--- src/rtl/fetch_pkg.sv ---
// -----------------------------------------------------------------------------
// fetch_pkg
// Shared types and helpers for the program-counter / fetch-control stage.
//   fetch_state_t  : RUN (normal fetch) or HALTED (frozen until reset)
//   PC_STEP        : byte distance between consecutive instructions
//   branch_offset  : sign-extended word offset converted to a byte offset
// -----------------------------------------------------------------------------
package fetch_pkg;

   typedef enum logic {RUN, HALTED} fetch_state_t;

   localparam int unsigned PC_STEP = 4;

   // Instruction immediates count words; the PC counts bytes.
   function automatic logic [31:0] branch_offset(input logic [15:0] imm);
      return {{14{imm[15]}}, imm, 2'b00};
   endfunction

endpackage

--- src/rtl/next_pc_sel.sv ---
// -----------------------------------------------------------------------------
// next_pc_sel
// Purely combinational next-PC selection: priority mux jr > jump > branch >
// sequential, with all arithmetic done at 32 bits before truncation so the
// PC wraps modulo 2^PC_WIDTH.
// Ports:
//   pc            in   current fetch address
//   branch_taken  in   conditional branch taken
//   branch_imm    in   signed word offset
//   jump          in   J/JAL
//   jump_target   in   26-bit target field
//   jr            in   JR
//   jr_target     in   register value for JR
//   next_pc       out  selected next fetch address
//   pc_plus4      out  pc + 4 (JAL link value)
//   misaligned    out  JR to a non-word-aligned address
// -----------------------------------------------------------------------------
module next_pc_sel
   import fetch_pkg::*;
#(
   parameter int PC_WIDTH = 6
) (
   input  logic [PC_WIDTH-1:0] pc,
   input  logic                branch_taken,
   input  logic [15:0]         branch_imm,
   input  logic                jump,
   input  logic [25:0]         jump_target,
   input  logic                jr,
   input  logic [31:0]         jr_target,
   output logic [PC_WIDTH-1:0] next_pc,
   output logic [PC_WIDTH-1:0] pc_plus4,
   output logic                misaligned
);

   logic [31:0] pc_ext;
   logic [31:0] seq_ext;
   logic [31:0] sel_ext;

   assign pc_ext  = 32'(pc);
   assign seq_ext = pc_ext + 32'(PC_STEP);

   always_comb begin
      // NOTE: default first so every path assigns sel_ext and no latch is inferred.
      sel_ext = seq_ext;
      if (jr) begin
         sel_ext = jr_target;
      end else if (jump) begin
         sel_ext = {seq_ext[31:28], jump_target, 2'b00};
      end else if (branch_taken) begin
         sel_ext = seq_ext + branch_offset(branch_imm);
      end
   end

   assign next_pc    = PC_WIDTH'(sel_ext);
   assign pc_plus4   = PC_WIDTH'(seq_ext);
   assign misaligned = jr && (jr_target[1:0] != 2'b00);

endmodule

--- src/rtl/pc_fetch_unit.sv ---
// -----------------------------------------------------------------------------
// pc_fetch_unit
// Program-counter and fetch-control stage feeding the instruction memory.
// Advances the PC each enabled cycle, supports single-step debug, latches
// halt and misaligned-JR faults, and counts retired instructions.
// Ports:
//   clk, rst         clock; synchronous active-high reset
//   halt_in          halt flag from instruction memory (combinational on pc)
//   step_mode        1 = advance only on step_req
//   step_req         one-cycle step permission
//   branch_taken, branch_imm, jump, jump_target, jr, jr_target
//                    control-flow requests for the current instruction
//   pc               registered fetch address
//   pc_plus4         pc + 4, combinational
//   halted           sticky halt indicator
//   fault            sticky misaligned-JR fault
//   retired          saturating retired-instruction count
// -----------------------------------------------------------------------------
module pc_fetch_unit
   import fetch_pkg::*;
#(
   parameter int                   PC_WIDTH  = 6,
   parameter logic [PC_WIDTH-1:0]  RESET_PC  = '0,
   parameter int                   CNT_WIDTH = 16
) (
   input  logic                 clk,
   input  logic                 rst,
   input  logic                 halt_in,
   input  logic                 step_mode,
   input  logic                 step_req,
   input  logic                 branch_taken,
   input  logic [15:0]          branch_imm,
   input  logic                 jump,
   input  logic [25:0]          jump_target,
   input  logic                 jr,
   input  logic [31:0]          jr_target,
   output logic [PC_WIDTH-1:0]  pc,
   output logic [PC_WIDTH-1:0]  pc_plus4,
   output logic                 halted,
   output logic                 fault,
   output logic [CNT_WIDTH-1:0] retired
);

   fetch_state_t         state_q, state_d;
   logic [PC_WIDTH-1:0]  pc_q, pc_d;
   logic                 fault_q, fault_d;
   logic [CNT_WIDTH-1:0] retired_q, retired_d;

   logic [PC_WIDTH-1:0]  next_pc;
   logic                 misaligned;
   logic                 adv;

   next_pc_sel #(.PC_WIDTH(PC_WIDTH)) u_sel (
      .pc           (pc_q),
      .branch_taken (branch_taken),
      .branch_imm   (branch_imm),
      .jump         (jump),
      .jump_target  (jump_target),
      .jr           (jr),
      .jr_target    (jr_target),
      .next_pc      (next_pc),
      .pc_plus4     (pc_plus4),
      .misaligned   (misaligned)
   );

   // halt_in gates adv, so a halting instruction can never advance or retire.
   assign adv = (state_q == RUN) && !halt_in && (!step_mode || step_req);

   always_comb begin
      state_d   = state_q;
      pc_d      = pc_q;
      fault_d   = fault_q;
      retired_d = retired_q;
      if (state_q == RUN) begin
         if (halt_in) begin
            state_d = HALTED;
         end else if (adv) begin
            if (misaligned) begin
               fault_d = 1'b1;
               state_d = HALTED;
            end else begin
               pc_d = next_pc;
               if (retired_q != '1) begin
                  retired_d = retired_q + CNT_WIDTH'(1);
               end
            end
         end
      end
   end

   // NOTE: reset is synchronous here, so it lives inside the clocked block
   // with no reset term in the sensitivity list.
   always_ff @(posedge clk) begin
      if (rst) begin
         state_q   <= RUN;
         pc_q      <= RESET_PC;
         fault_q   <= 1'b0;
         retired_q <= '0;
      end else begin
         // NOTE: non-blocking assignments so every register samples pre-edge values.
         state_q   <= state_d;
         pc_q      <= pc_d;
         fault_q   <= fault_d;
         retired_q <= retired_d;
      end
   end

   assign pc      = pc_q;
   assign halted  = (state_q == HALTED);
   assign fault   = fault_q;
   assign retired = retired_q;

endmodule

--- config.mk ---
export PLATFORM = sky130hd
export DESIGN_NAME = pc_fetch_unit
export DESIGN_NICKNAME = d
export VERILOG_FILES = /design/src/rtl/fetch_pkg.sv /design/src/rtl/next_pc_sel.sv /design/src/rtl/pc_fetch_unit.sv
export SDC_FILE = /design/constraint.sdc
export NUM_CORES = 1
export LEC_CHECK = 0
export BUFFER_PORTS_ARGS = -buffer_cell sky130_fd_sc_hd__buf_2
export CAP_MARGIN = 10
export CELL_PAD_IN_SITES_DETAIL_PLACEMENT = 1
export CELL_PAD_IN_SITES_GLOBAL_PLACEMENT = 1
export CORE_ASPECT_RATIO = 0.8
export CORE_MARGIN = 2
export CORE_UTILIZATION = 27
export CTS_CLUSTER_DIAMETER = 50
export DETAILED_ROUTE_END_ITERATION = 6
export PLACE_DENSITY_LB_ADDON = 0.1
export SLEW_MARGIN = 10
export SYNTH_ARGS = -nofsm -noshare
export SYNTH_HDL_FRONTEND = slang
export SYNTH_HIERARCHICAL = 1
export SYNTH_SLANG_ARGS = --single-unit
--- constraint.sdc ---
create_clock -name clk -period 2.55 [get_ports clk]
set_clock_uncertainty 0.05 [all_clocks]
set_input_delay 0.6375 -clock clk [delete_from_list [all_inputs] [get_ports clk]]
set_output_delay 0.6375 -clock clk [all_outputs]
set_load 0.01 [all_outputs]
* Word level (Yosys, flattened, before mapping)
Cells that the tools add are included.
Word-level totals: output and inout bits 30, input port bits 82, flip-flop bits (word level) 24, logic and storage cells 28
Operators by class: bitwise operators 3, reduce and logical (&&, ||, !) cells 10, multiplexer cells 7, add/subtract/negate cells 3, equal/unequal tests 1
Operators by type and width (count):
- $mux 6 | 3
- $add 16x1->16 const B | 1
- $ne 16x16->1 const B | 1
- $reduce_and 4->1 | 2
- $add 6x3->6 const B | 1
- $add 6x6->6 | 1
- $reduce_and 5->1 | 1
- $mux 1 | 4
- $logic_and 1x1->1 | 3
- $not 1->1 | 3
- $logic_not 1->1 | 2
- $reduce_bool 2->1 | 1
- $logic_or 1x1->1 | 1

* Logic depth before layout (Yosys ltp)
depth after elaboration 6, gate-level depth with buffers 9, depth with buffers taken out 9

* Hierarchy
The synthesis kept the hierarchy.
By module, submodules not included:
- pc_fetch_unit | cells each 133, instances 1, area each 1189.9 um2
- next_pc_sel | cells each 44, instances 1, area each 311.5 um2

* Worst setup path before layout
Ideal clock, no wire load.
kind reg-to-reg, from reg pc_q[2], in the netlist pc[2], to reg pc_q[5], in the netlist pc[5], period minus slack after synthesis 2.270 ns, required time 2.430 ns, cell stages (with the launch flop) 10, path buffers 0, setup slack 0.280 ns, data arrival time 2.150 ns, cell sequence dfxtp_1 -> ha_1 -> xor2_1 -> ha_1 -> a21oi_1 -> nand4_1 -> a2111o_1 -> nand3_1 -> nand2_1 -> a21oi_1
On the way: word-level cells in the longest chain between the ends 5
Ends and longest elaborated chain:
- start: declaration | RTL line pc_fetch_unit.sv:45 | logic [PC_WIDTH-1:0] pc_q, pc_d;
- start signal: assignment | RTL line pc_fetch_unit.sv:102 | pc_q <= pc_d;
- $add 6x3->6 | RTL line next_pc_sel.sv:40 | assign seq_ext = pc_ext + 32'(PC_STEP);
- via pc_plus4[4] | RTL line pc_fetch_unit.sv:38 | output logic [PC_WIDTH-1:0] pc_plus4,
- $add 6x6->6 | RTL line next_pc_sel.sv:50 | sel_ext = seq_ext + branch_offset(branch_imm);
- $mux 6 | RTL line next_pc_sel.sv:49 | end else if (branch_taken) begin
- $mux 6 | RTL line next_pc_sel.sv:47 | end else if (jump) begin
- $mux 6 | RTL line next_pc_sel.sv:45 | if (jr) begin
- via next_pc[5] | RTL line pc_fetch_unit.sv:49 | logic [PC_WIDTH-1:0] next_pc;
The timed path passes the listed nets, and every way through them passes these cells. A chain may end at the register's enable or synchronous reset.

* Worst setup path after layout
from reg pc_q[3], in the netlist pc[3], to reg pc_q[5], in the netlist pc[5]
On the way: word-level cells in the longest chain between the ends 5
Ends and longest elaborated chain (RTL line):
- $add 6x3->6 (*) | next_pc_sel.sv:40
- $add 6x6->6 | next_pc_sel.sv:50
- $mux 6 (*) | next_pc_sel.sv:49
- $mux 6 (*) | next_pc_sel.sv:47
- $mux 6 (*) | next_pc_sel.sv:45
- via next_pc[5] | pc_fetch_unit.sv:49
The timed path passes the listed nets; every way through them passes the cells marked *.

==> run metrics <==
relative slew slack=65.1%; hold path startpoint=pc[5]; Mapped Nets=265; clock-pin slew on the worst setup and hold paths=80 ps; drt pass-1 iters=4; CP max-delay cell=a2111o_1; std cell rows=24; Hold Path Stages=2; Max Root-Sink Buffers=2; die height=70.7 um; area of the core=5410 um^2; CTS buffer count=3; worst reg2reg path depth=9; Post-Place Cell Area=1810 um^2; status=finished clean; IO Port Bufs=51; Nets=314; global-route wire length before repair=7330 um; ratio of cells with drive above 1 in the final layout=30.7%; initial DRC count=33; final hold violation count=0; final setup fails=0; I/O pins=112; syn_area_per_cell=8.48 um^2; worst r2r src=pc[3]; Peak VDD IR=0.199 mV; Final Cycle Share=89.6%; synth warn=6; unrepaired setup endpoints after global routing=no; number of flops mapped to enable cells by yosys=0; Hold Path Class=register to register; largest net degree at the start of global routing=27; GP Congestion=0.782; grt total ovfl=0; CP Data Arrival Time=2440 ps; post_cts resized=0; clk root buf=clkbuf_8; Die ar.=6180 um^2; # diodes=0; Die X=87.4 um; Yosys reg bits=24; crit end category=register; Synth Instances=177; CTS tree=done; Clock Sinks=24; R2R Path End=pc[5]; htree depth=1; Reg2Reg Setup Slack=270 ps; Synth-to-Final Area Change=24.3%; Distinct cells, synth=48; number of global-route vias before repair=1,540; Max stage delay on crit path=430 ps; CP max FO=4; DRC=0; via-per-instance ratio=5.14; cell chain of the critical path=ha_1 -> xor2_1 -> ha_1 -> a21oi_1 -> nand4_1 -> a2111o_1 -> nand3_1 -> nand2_1 -> a21oi_1; final worst path period need=2280 ps; Initial Util=27.8%; hold endpoint=pc[5]; Seq/Total Area, Yosys=32.0%; Util after Layout=34.5%; Final ANT Viol Nets=0; clock latency at the later pin of the worst-skew pair=280 ps; antenna violations before repair=0; FFs w/ async S/R, synth=0%; dominant synthesized flop cell=dfxtp_1; Leak=0.834 nW; Post-CTS Setup Inserts=0; max-cap check violation count=0; Detailed Place HPWL=3560 um; setup TNS=0 ps; Routed WL per cell=15.4 um; PwrDens=419 nW/um^2; Req. time, crit path=2700 ps; final non-filler cell area=1870 um^2; CP Launch Type=register; GRT Total Usage=14.8%; vias=1,491; synthesized area=1500 um^2; CTS Hold Bufs=0; hold slack=444 ps; Slew Viols, Final=0; crit path kind=register to register; Design Power=783 uW; worst slew pin tran=520 ps; Detailed Route WL=4450 um; Max Fclk=0.438 GHz
## power breakdown
| part | internal, mW | total (mW) | switching, mW |
|---|---|---|---|
| sequential | 0.381 | 0.389 | 0.00719 |
| clock | 0.138 | 0.273 | 0.134 |
| combinational | 0.0516 | 0.121 | 0.0694 |
| total | 0.571 | 0.783 | 0.211 |
## stage by stage
stage	setup WS, ps	std cells
after floorplan	280	177
after global placement	115	286
after detailed placement	75.6	286
after CTS	241	290
after global routing	27.7	290
final	265	290
## cell type report
type | count | area [um^2]
repair buffers | 56 | 293
fillers | 666 | 3540
inverters | 4 | 15.0
well taps | 65 | 81.3
multi-input cells | 137 | 942
flip-flops and latches | 24 | 480
clock buffers | 4 | 55.1
## flip-flops by register name, summed over array words and instances (netlist names)
name,cells
halted,1
fault,1
pc,6
retired,16
## cell usage in the layout, fill, tap and decap left out, types with 3 or more instances in the layout
master	count
a21oi_1	21
buf_2	51
buf_4	5
clkbuf_8	4
dfxtp_1	24
ha_1	5
inv_1	3
mux2_1	3
mux2i_1	3
nand2_1	24
nand3_1	7
nand4_1	6
nor2_1	10
nor2b_1	3
o21a_1	3
o21ai_1	6
o31ai_1	7
or4_1	7
## cell usage after synthesis (5+ instances only)
master	instances	area share [%]
dfxtp_1	24	32
nand2_1	24	6.0
a21oi_1	21	7.0
nor2_1	10	2.5
nand3_1	7	2.3
o31ai_1	7	3.5
or4_1	7	3.5
clkbuf_1	6	1.5
nand4_1	6	2.5
o21ai_1	6	2.0
ha_1	5	4.2
## critical path, delay by kind of cell, from the launching register on
family / cells / cell delay, ps
adder cells (fa/ha/maj): 2 / 510
AO/OA/AOI/OAI: 3 / 760
XOR/XNOR: 1 / 240
flip-flops: 1 / 390
AND/OR/NAND/NOR: 3 / 270
## cells by family (layout without fill, tap and decap cells)
group           after synthesis  in the layout  share of synthesized area [%]
xor+xnor                      3              3                           1.75
buf+inv                      16             64                           5.25
fa+ha+maj                     6              6                           5.50
simple gates                 75             75                           31.8
mux                           7              7                           5.00
compound gates               46             46                           18.8
flops                        24             24                           32.0
## worst max path at each step
stage,from,endpoint,depth (start not counted)
after floorplan,pc[2],pc[5],9
after global placement,jr_target[1],retired[14],6
after detailed placement,jr_target[1],retired[15],6
after CTS,pc[3],pc[5],9
after global routing,pc[3],pc[5],9
final,pc[3],pc[5],9
## metal layers
layer	GRT usage, %	vias to the layer above	share of wire (%)
li1	-	746	-
met1	19.3	713	48
met2	25.1	27	47
met3	3.50	5	3.9
met4	2.74	0	0.61
met5	0	-	0
Power figures use the tool's default switching activity.
